[src/rtl/wb_xbar_pkg.sv]
// Shared types and helpers for the registered Wishbone crossbar.
// Decode/owner ids reserve the value N as "none" so they need one extra code point.
package wb_xbar_pkg;

  typedef enum logic {ARB_IDLE = 1'b0, ARB_OWNED = 1'b1} arb_state_e;

  function automatic int id_w(input int n);
    return (n > 1) ? $clog2(n) : 1;
  endfunction

  // Encodings one past the last valid index: the error responder / no owner.
  function automatic int no_target(input int n_targets);
    return n_targets;
  endfunction

  function automatic int no_initiator(input int n_initiators);
    return n_initiators;
  endfunction

  function automatic int unsigned onehot2bin(input logic [63:0] oh);
    int unsigned b;
    b = 0;
    for (int k = 0; k < 64; k++)
      if (oh[k]) b = b | k;
    return b;
  endfunction

endpackage

[src/rtl/wb_xbar_rr_arb.sv]
// Per-target round-robin arbiter with bus lock: a grant is held until the owner drops cyc.
// The pointer remembers the last owner; the search starts just after it.
module wb_xbar_rr_arb
  import wb_xbar_pkg::*;
#(
  parameter int N_REQ = 2
) (
  input  logic             clk,
  input  logic             rst_n,
  input  logic [N_REQ-1:0] req,
  input  logic             owner_cyc,
  output logic [N_REQ-1:0] gnt,
  output logic             lock
);
  localparam int IW = id_w(N_REQ);

  arb_state_e       state_q, state_d;
  logic [N_REQ-1:0] gnt_d;
  logic [IW-1:0]    ptr_q, ptr_d;
  logic             found;
  int               idx;

  always_ff @(posedge clk or negedge rst_n) begin
    if (!rst_n) begin
      state_q <= ARB_IDLE;
      gnt     <= '0;
      ptr_q   <= IW'(N_REQ - 1);
    end else begin
      state_q <= state_d;
      gnt     <= gnt_d;
      ptr_q   <= ptr_d;
    end
  end

  // Release and re-grant share one edge so back-to-back owners lose no cycle.
  always_comb begin
    state_d = state_q;
    gnt_d   = gnt;
    ptr_d   = ptr_q;
    found   = 1'b0;
    idx     = 0;
    if (state_q == ARB_IDLE || !owner_cyc) begin
      state_d = ARB_IDLE;
      gnt_d   = '0;
      for (int k = 1; k <= N_REQ; k++) begin
        idx = (int'(ptr_q) + k) % N_REQ;
        if (!found && req[idx]) begin
          found      = 1'b1;
          gnt_d[idx] = 1'b1;
          ptr_d      = IW'(idx);
          state_d    = ARB_OWNED;
        end
      end
    end
  end

  assign lock = (state_q == ARB_OWNED);

endmodule

[src/rtl/wb_xbar_nxn_reg.sv]
// Wishbone NxN crossbar: registered round-robin arbitration with bus lock, unmapped-address
// error responder, per-target watchdog, optional registered response path.
module wb_xbar_nxn_reg
  import wb_xbar_pkg::*;
#(
  parameter int WB_ADDR_WIDTH  = 32,
  parameter int WB_DATA_WIDTH  = 32,
  parameter int N_INITIATORS   = 2,
  parameter int N_TARGETS      = 2,
  parameter logic [N_TARGETS*WB_ADDR_WIDTH-1:0] T_ADR_MASK = {32'hFF00_0000, 32'hFF00_0000},
  parameter logic [N_TARGETS*WB_ADDR_WIDTH-1:0] T_ADR      = {32'h2000_0000, 32'h1000_0000},
  parameter int TIMEOUT_CYCLES = 256,
  parameter bit REG_RSP        = 1'b0
) (
  input  logic                                             clk,
  input  logic                                             rst_n,
  input  logic [N_INITIATORS-1:0][WB_ADDR_WIDTH-1:0]       adr,
  input  logic [N_INITIATORS-1:0][WB_DATA_WIDTH-1:0]       dat_w,
  output logic [N_INITIATORS-1:0][WB_DATA_WIDTH-1:0]       dat_r,
  input  logic [N_INITIATORS-1:0]                          cyc,
  input  logic [N_INITIATORS-1:0]                          stb,
  input  logic [N_INITIATORS-1:0]                          we,
  input  logic [N_INITIATORS-1:0][WB_DATA_WIDTH/8-1:0]     sel,
  output logic [N_INITIATORS-1:0]                          ack,
  output logic [N_INITIATORS-1:0]                          err,
  output logic [N_TARGETS-1:0][WB_ADDR_WIDTH-1:0]          tadr,
  output logic [N_TARGETS-1:0][WB_DATA_WIDTH-1:0]          tdat_w,
  output logic [N_TARGETS-1:0][WB_DATA_WIDTH/8-1:0]        tsel,
  input  logic [N_TARGETS-1:0][WB_DATA_WIDTH-1:0]          tdat_r,
  output logic [N_TARGETS-1:0]                             tcyc,
  output logic [N_TARGETS-1:0]                             tstb,
  output logic [N_TARGETS-1:0]                             twe,
  input  logic [N_TARGETS-1:0]                             tack,
  input  logic [N_TARGETS-1:0]                             terr
);
  localparam int SW   = WB_DATA_WIDTH / 8;
  localparam int TW   = id_w(N_TARGETS + 1);
  localparam int WD_W = (TIMEOUT_CYCLES > 0) ? $clog2(TIMEOUT_CYCLES + 1) : 1;
  localparam logic [TW-1:0]   NO_T   = TW'(no_target(N_TARGETS));
  localparam logic [WD_W-1:0] WD_LIM = (TIMEOUT_CYCLES > 0) ? WD_W'(TIMEOUT_CYCLES - 1) : '0;

  logic [N_INITIATORS-1:0][TW-1:0]            dec_id;
  logic [N_INITIATORS-1:0]                    unmapped, erq;
  logic [N_TARGETS-1:0][N_INITIATORS-1:0]     route;
  logic [N_TARGETS-1:0]                       rsp_ack, rsp_err;
  logic [N_INITIATORS-1:0]                    ack_c, err_c;
  logic [N_INITIATORS-1:0][WB_DATA_WIDTH-1:0] dat_c;

  // Descending scan so the lowest matching target wins overlapping windows.
  always_comb begin
    for (int i = 0; i < N_INITIATORS; i++) begin
      dec_id[i] = NO_T;
      for (int t = N_TARGETS - 1; t >= 0; t--)
        if ((adr[i] & T_ADR_MASK[t*WB_ADDR_WIDTH +: WB_ADDR_WIDTH]) ==
            T_ADR[t*WB_ADDR_WIDTH +: WB_ADDR_WIDTH])
          dec_id[i] = TW'(t);
      unmapped[i] = cyc[i] & stb[i] & (dec_id[i] == NO_T);
    end
  end

  for (genvar t = 0; t < N_TARGETS; t++) begin : g_tgt
    logic [N_INITIATORS-1:0]  req, gnt;
    logic                     lock, own_cyc, own_req, f_we, t_stb, timeout, mask_q;
    logic [WB_ADDR_WIDTH-1:0] f_adr;
    logic [WB_DATA_WIDTH-1:0] f_dat;
    logic [SW-1:0]            f_sel;
    logic [WD_W-1:0]          wd_cnt;

    for (genvar i = 0; i < N_INITIATORS; i++) begin : g_req
      assign req[i]      = cyc[i] & stb[i] & (dec_id[i] == TW'(t));
      assign route[t][i] = gnt[i] & (dec_id[i] == TW'(t));
    end

    wb_xbar_rr_arb #(.N_REQ(N_INITIATORS)) u_arb (
      .clk(clk), .rst_n(rst_n), .req(req), .owner_cyc(own_cyc), .gnt(gnt), .lock(lock)
    );

    always_comb begin
      own_cyc = 1'b0;
      own_req = 1'b0;
      f_we    = 1'b0;
      f_adr   = '0;
      f_dat   = '0;
      f_sel   = '0;
      for (int i = 0; i < N_INITIATORS; i++)
        if (gnt[i]) begin
          own_cyc = cyc[i];
          own_req = req[i];
          if (dec_id[i] == TW'(t)) begin
            f_we  = we[i];
            f_adr = adr[i];
            f_dat = dat_w[i];
            f_sel = sel[i];
          end
        end
    end

    assign t_stb   = own_req & ~mask_q;
    assign timeout = (TIMEOUT_CYCLES != 0) && t_stb && !tack[t] && !terr[t] && (wd_cnt == WD_LIM);

    // mask_q hides one strobe after a timeout, or after a termination when the response is
    // registered, so the target never sees the same access twice.
    always_ff @(posedge clk or negedge rst_n) begin
      if (!rst_n) begin
        wd_cnt <= '0;
        mask_q <= 1'b0;
      end else begin
        mask_q <= timeout | (REG_RSP && t_stb && (tack[t] | terr[t]));
        if (tack[t] || terr[t] || !t_stb || timeout) wd_cnt <= '0;
        else                                          wd_cnt <= wd_cnt + 1'b1;
      end
    end

    assign tcyc[t]   = lock & own_cyc;
    assign tstb[t]   = t_stb;
    assign twe[t]    = f_we;
    assign tadr[t]   = f_adr;
    assign tdat_w[t] = f_dat;
    assign tsel[t]   = f_sel;
    assign rsp_ack[t] = tack[t] & ~terr[t];
    assign rsp_err[t] = terr[t] | timeout;
  end

  always_comb begin
    ack_c = '0;
    err_c = '0;
    dat_c = '0;
    for (int i = 0; i < N_INITIATORS; i++)
      for (int t = 0; t < N_TARGETS; t++)
        if (route[t][i]) begin
          ack_c[i] = ack_c[i] | rsp_ack[t];
          err_c[i] = err_c[i] | rsp_err[t];
          dat_c[i] = dat_c[i] | tdat_r[t];
        end
  end

  // One-cycle error pulse; with stb held it re-fires every second cycle.
  always_ff @(posedge clk or negedge rst_n) begin
    if (!rst_n) erq <= '0;
    else        erq <= unmapped & ~erq;
  end

  if (REG_RSP) begin : g_reg_rsp
    logic [N_INITIATORS-1:0]                    ack_q, err_q;
    logic [N_INITIATORS-1:0][WB_DATA_WIDTH-1:0] dat_q;
    always_ff @(posedge clk or negedge rst_n) begin
      if (!rst_n) begin
        ack_q <= '0;
        err_q <= '0;
        dat_q <= '0;
      end else begin
        ack_q <= ack_c;
        err_q <= err_c;
        dat_q <= dat_c;
      end
    end
    assign ack   = ack_q;
    assign err   = err_q | erq;
    assign dat_r = dat_q;
  end else begin : g_comb_rsp
    assign ack   = ack_c;
    assign err   = err_c | erq;
    assign dat_r = dat_c;
  end

endmodule

[config.mk]
export PLATFORM = sky130hd
export DESIGN_NAME = wb_xbar_nxn_reg
export DESIGN_NICKNAME = d
export VERILOG_FILES = /design/src/rtl/wb_xbar_pkg.sv /design/src/rtl/wb_xbar_rr_arb.sv /design/src/rtl/wb_xbar_nxn_reg.sv
export SDC_FILE = /design/constraint.sdc
export NUM_CORES = 1
export LEC_CHECK = 0
export ABC_CLOCK_PERIOD_IN_PS = 2330
export BUFFER_PORTS_ARGS = -buffer_cell sky130_fd_sc_hd__buf_2
export CAP_MARGIN = 20
export CORE_AREA = 2 2 164 166
export CTS_BUF_LIST = sky130_fd_sc_hd__clkbuf_16
export DETAILED_ROUTE_END_ITERATION = 6
export DIE_AREA = 0 0 166 168
export GPL_ROUTABILITY_DRIVEN = 0
export SLEW_MARGIN = 30
export SYNTH_ARGS = -nofsm -noshare
export SYNTH_HDL_FRONTEND = slang
export SYNTH_HIERARCHICAL = 1
export SYNTH_SLANG_ARGS = --single-unit
[constraint.sdc]
create_clock -name clk -period 2.33 [get_ports clk]
set_clock_uncertainty 0.1 [all_clocks]
set_input_delay 0.3495 -clock clk [delete_from_list [all_inputs] [get_ports clk]]
set_output_delay 0.3495 -clock clk [all_outputs]
set_load 0.01 [all_outputs]
==> flow_metrics.env <==
export IMPL_outcome="complete, but fails checks"
export IMPL_violations="setup timing"
export IMPL_maxCapViolCount=0
export IMPL_min_period_over_period=1.19
export IMPL_grt_pass1_vias=5453
export IMPL_coreArea_um2=26400
export IMPL_synth_top_cell_area_share=0.438
export IMPL_cts_hold_fix_buffers=0
export IMPL_drt_iter0_markers=377
export IMPL_cp_end_kind="output port"
export IMPL_tns_ns=-60.33
export IMPL_die_h_um=168
export IMPL_crit_type="in -> out"
export IMPL_ys_warnings_count=6
export IMPL_synth_area_per_cell_um2=8.67
export IMPL_clkLatencyLatePin_ns=0.27
export IMPL_ant_nets=0
export IMPL_instances_no_fill=1253
export IMPL_dr_pass1_iters=5
export IMPL_grt_start_max_net_pins=33
export IMPL_fmax_mhz=360
export IMPL_die_w_um=166
export IMPL_worstSetupStartpointType="input pin"
export IMPL_p_leak_nw=4.23
export IMPL_synth_yosys_seq_area_share=0.203
export IMPL_yosys_area_top_type="a22o_1"
export IMPL_routed_wl_um=24700
export IMPL_ir_drop_mv=0.492
export IMPL_worstPathArrival_ns=2.33
export IMPL_grtUsageTotal=0.154
export IMPL_cts_path_max_buffers=2
export IMPL_ys_ff_latch=30
export IMPL_start_util=0.141
export IMPL_fp_row_count=60
export IMPL_dp_hpwl_um=18200
export IMPL_relSlewSlack=0.560
export IMPL_io_pins=422
export IMPL_setup_violations=194
export IMPL_clkTransAtPathRegs_ns=0.05
export IMPL_finalHoldViolCount=0
export IMPL_rsz0062_at_grt="true"
export IMPL_cts_sinks=30
export IMPL_antenna_found_initial=4
export IMPL_area_growth_pct=115
export IMPL_htree_num_levels=2
export IMPL_grt_pass1_wl_um=33600
export IMPL_synthCells=427
export IMPL_vias=5883
export IMPL_drive_gt1_frac=0.638
export IMPL_dominantRegCellSynth="dfrtp_1"
export IMPL_fin_crit_ns=2.78
export IMPL_p_per_area_nw_per_um2=183
export IMPL_root_buffer="clkbuf_16"
export IMPL_critPathRequiredTime_ns=1.88
export IMPL_multi_input_area_um2=2930
export IMPL_numCtsBuffers=5
export IMPL_tritoncts="built"
export IMPL_dp_cells=1205
export IMPL_yosys_top_cells_area="a22o_1 (44%), dfrtp_1 (19%), buf_2 (3.8%), buf_4 (3.6%), nor2_1 (2.1%)"
export IMPL_finish_utilization=0.302
export IMPL_maxSlewViolCount=0
export IMPL_grt_overflow_total=0
export IMPL_critPathMaxFanout=7
export IMPL_drc=0
export IMPL_hold_class="in -> async"
export IMPL_register_area_um2=753
export IMPL_fillers=2828
export IMPL_worst_pin_slew_ns=0.660
export IMPL_via_per_inst=4.70
export IMPL_nets=1124
export IMPL_synth_edf_count=0
export IMPL_synth_async_reset_ratio=1.00
export IMPL_synth_area_um2=3700
export IMPL_finalWorstSetupSlack_ns=-0.445
export IMPL_io_buffers=407
export IMPL_wire_per_inst_um=19.7
export IMPL_synth_cell_type_count=49
export IMPL_die_area_um2=27900
==> metal layers <==
metal / global-route usage / vias up / share of wire / wire length [um]
met1: 0.204 / 2867 / 0.43 / 10500
met3: 0.0284 / 30 / 0.069 / 1710
met5: 0 / - / 0.0010 / 25
met2: 0.262 / 322 / 0.49 / 12000
met4: 0.0291 / 4 / 0.017 / 426
li1: - / 2660 / - / -
==> power by group <==
part | total [W] | switching (W) | internal (W)
logic | 0.000341 | 0.000177 | 0.000163
registers | 0.000530 | 0.00000286 | 0.000527
clock network | 0.000584 | 0.000202 | 0.000382
==> worst max-delay path: stages <==
cell and delay, ns:
buf_6 0.09, or4_4 0.55, or4_4 0.54, nor2_4 0.14
buf_12 0.13, buf_12 0.12, buf_16 0.13, a22o_1 0.13
buf_2 0.13
==> flip-flops by register name, indices dropped and copies added, names as in the netlist <==
name	flops
erq	2
g_tgt.mask_q	2
g_tgt.u_arb/gnt	4
g_tgt.u_arb/lock	2
g_tgt.u_arb/ptr_q	2
g_tgt.wd_cnt	18
==> path summary, 6_finish.rpt <==
path	from	slack, ns	cells after the start	to
max	adr[31]	-0.45	9	tdat_w[36]
min	rst_n	0.01	1	g_tgt[1].wd_cnt[1]$_DFF_PN0_
max reg2reg	g_tgt[0].wd_cnt[1]$_DFF_PN0_	0.32	9	g_tgt[0].wd_cnt[7]$_DFF_PN0_
min reg2reg	erq[1]$_DFF_PN0_	0.34	1	erq[1]$_DFF_PN0_
max in group asynchronous	rst_n	1.68	1	g_tgt[0].wd_cnt[8]$_DFF_PN0_
min in group clk	terr[0]	0.22	2	g_tgt[0].mask_q$_DFF_PN0_
==> through the flow <==
stage               setup WS [ns]  cell area, um2  power [W]  hold slack, ns
finish                     -0.445            7960    0.00146          0.0134
global route               -0.508            7950    0.00152          0.0683
CTS                        -0.457            7800    0.00146          0.0309
detailed placement         -0.613            6640   0.000856           0.325
global placement           -0.605            6640   0.000850           0.322
floorplan                  -0.176            3780   0.000592         -0.0461
==> Yosys cell counts (5+ instances only) <==
cell type  number
a22o_1        185
buf_2          28
buf_4          18
clkbuf_1       14
dfrtp_1        28
inv_1           8
nand2_1        18
nor2_1         21
nor2b_1         5
nor3_1          5
nor3b_1         5
nor4_1          5
xnor2_1         8
xor2_1          6
==> area by class of cell <==
cell class,count,share of cell area
Timing Repair Buffer,521,0.461
Multi-Input combinational cell,342,0.369
Sequential cell,30,0.0947
Tap cell,341,0.0536
Clock buffer,5,0.0157
Inverter,8,0.00377
Clock inverter,3,0.00142
Antenna cell,3,0.000943
==> timing repair <==
item                                   in CTS  in global routing
gates resized for setup                    93                 42
cloned                                     12                  5
pin swaps                                  64                 39
setup endpoints to repair                 194                194
endpoints found under the hold margin       0                  0
buffers inserted                           25                  9
==> cell usage in the layout, fill, tap and decap left out, types with 4 or more instances in the layout <==
| cell type | instances |
|---|---|
| clkbuf_16 | 9 |
| or4_4 | 4 |
| dfrtp_1 | 28 |
| buf_6 | 48 |
| buf_12 | 25 |
| buf_8 | 4 |
| conb_1 | 14 |
| nand2_1 | 15 |
| or2_2 | 4 |
| a22o_4 | 8 |
| nor4_4 | 5 |
| xnor2_1 | 8 |
| nor3b_1 | 5 |
| buf_2 | 377 |
| and2_1 | 4 |
| nor2_1 | 20 |
| nand3b_1 | 4 |
| buf_4 | 58 |
| a22o_1 | 177 |
| nor3_1 | 4 |
| inv_1 | 11 |
| xor2_1 | 6 |
==> logic make-up (layout without fill, tap and decap cells) <==
logic type / after synthesis / count (layout) / synth area share
flip-flops: 30 / 30 / 0.203
AO/OA/AOI/OAI: 206 / 206 / 0.480
other: 1 / 17 / 0.00101
XOR/XNOR: 14 / 14 / 0.0331
adder cells (fa/ha/maj): 4 / 4 / 0.0135
AND/OR/NAND/NOR: 103 / 103 / 0.168
multiplexers: 1 / 1 / 0.00405
buffers and inverters: 68 / 537 / 0.0967
No activity file was read; power rests on OpenSTA's default activity.
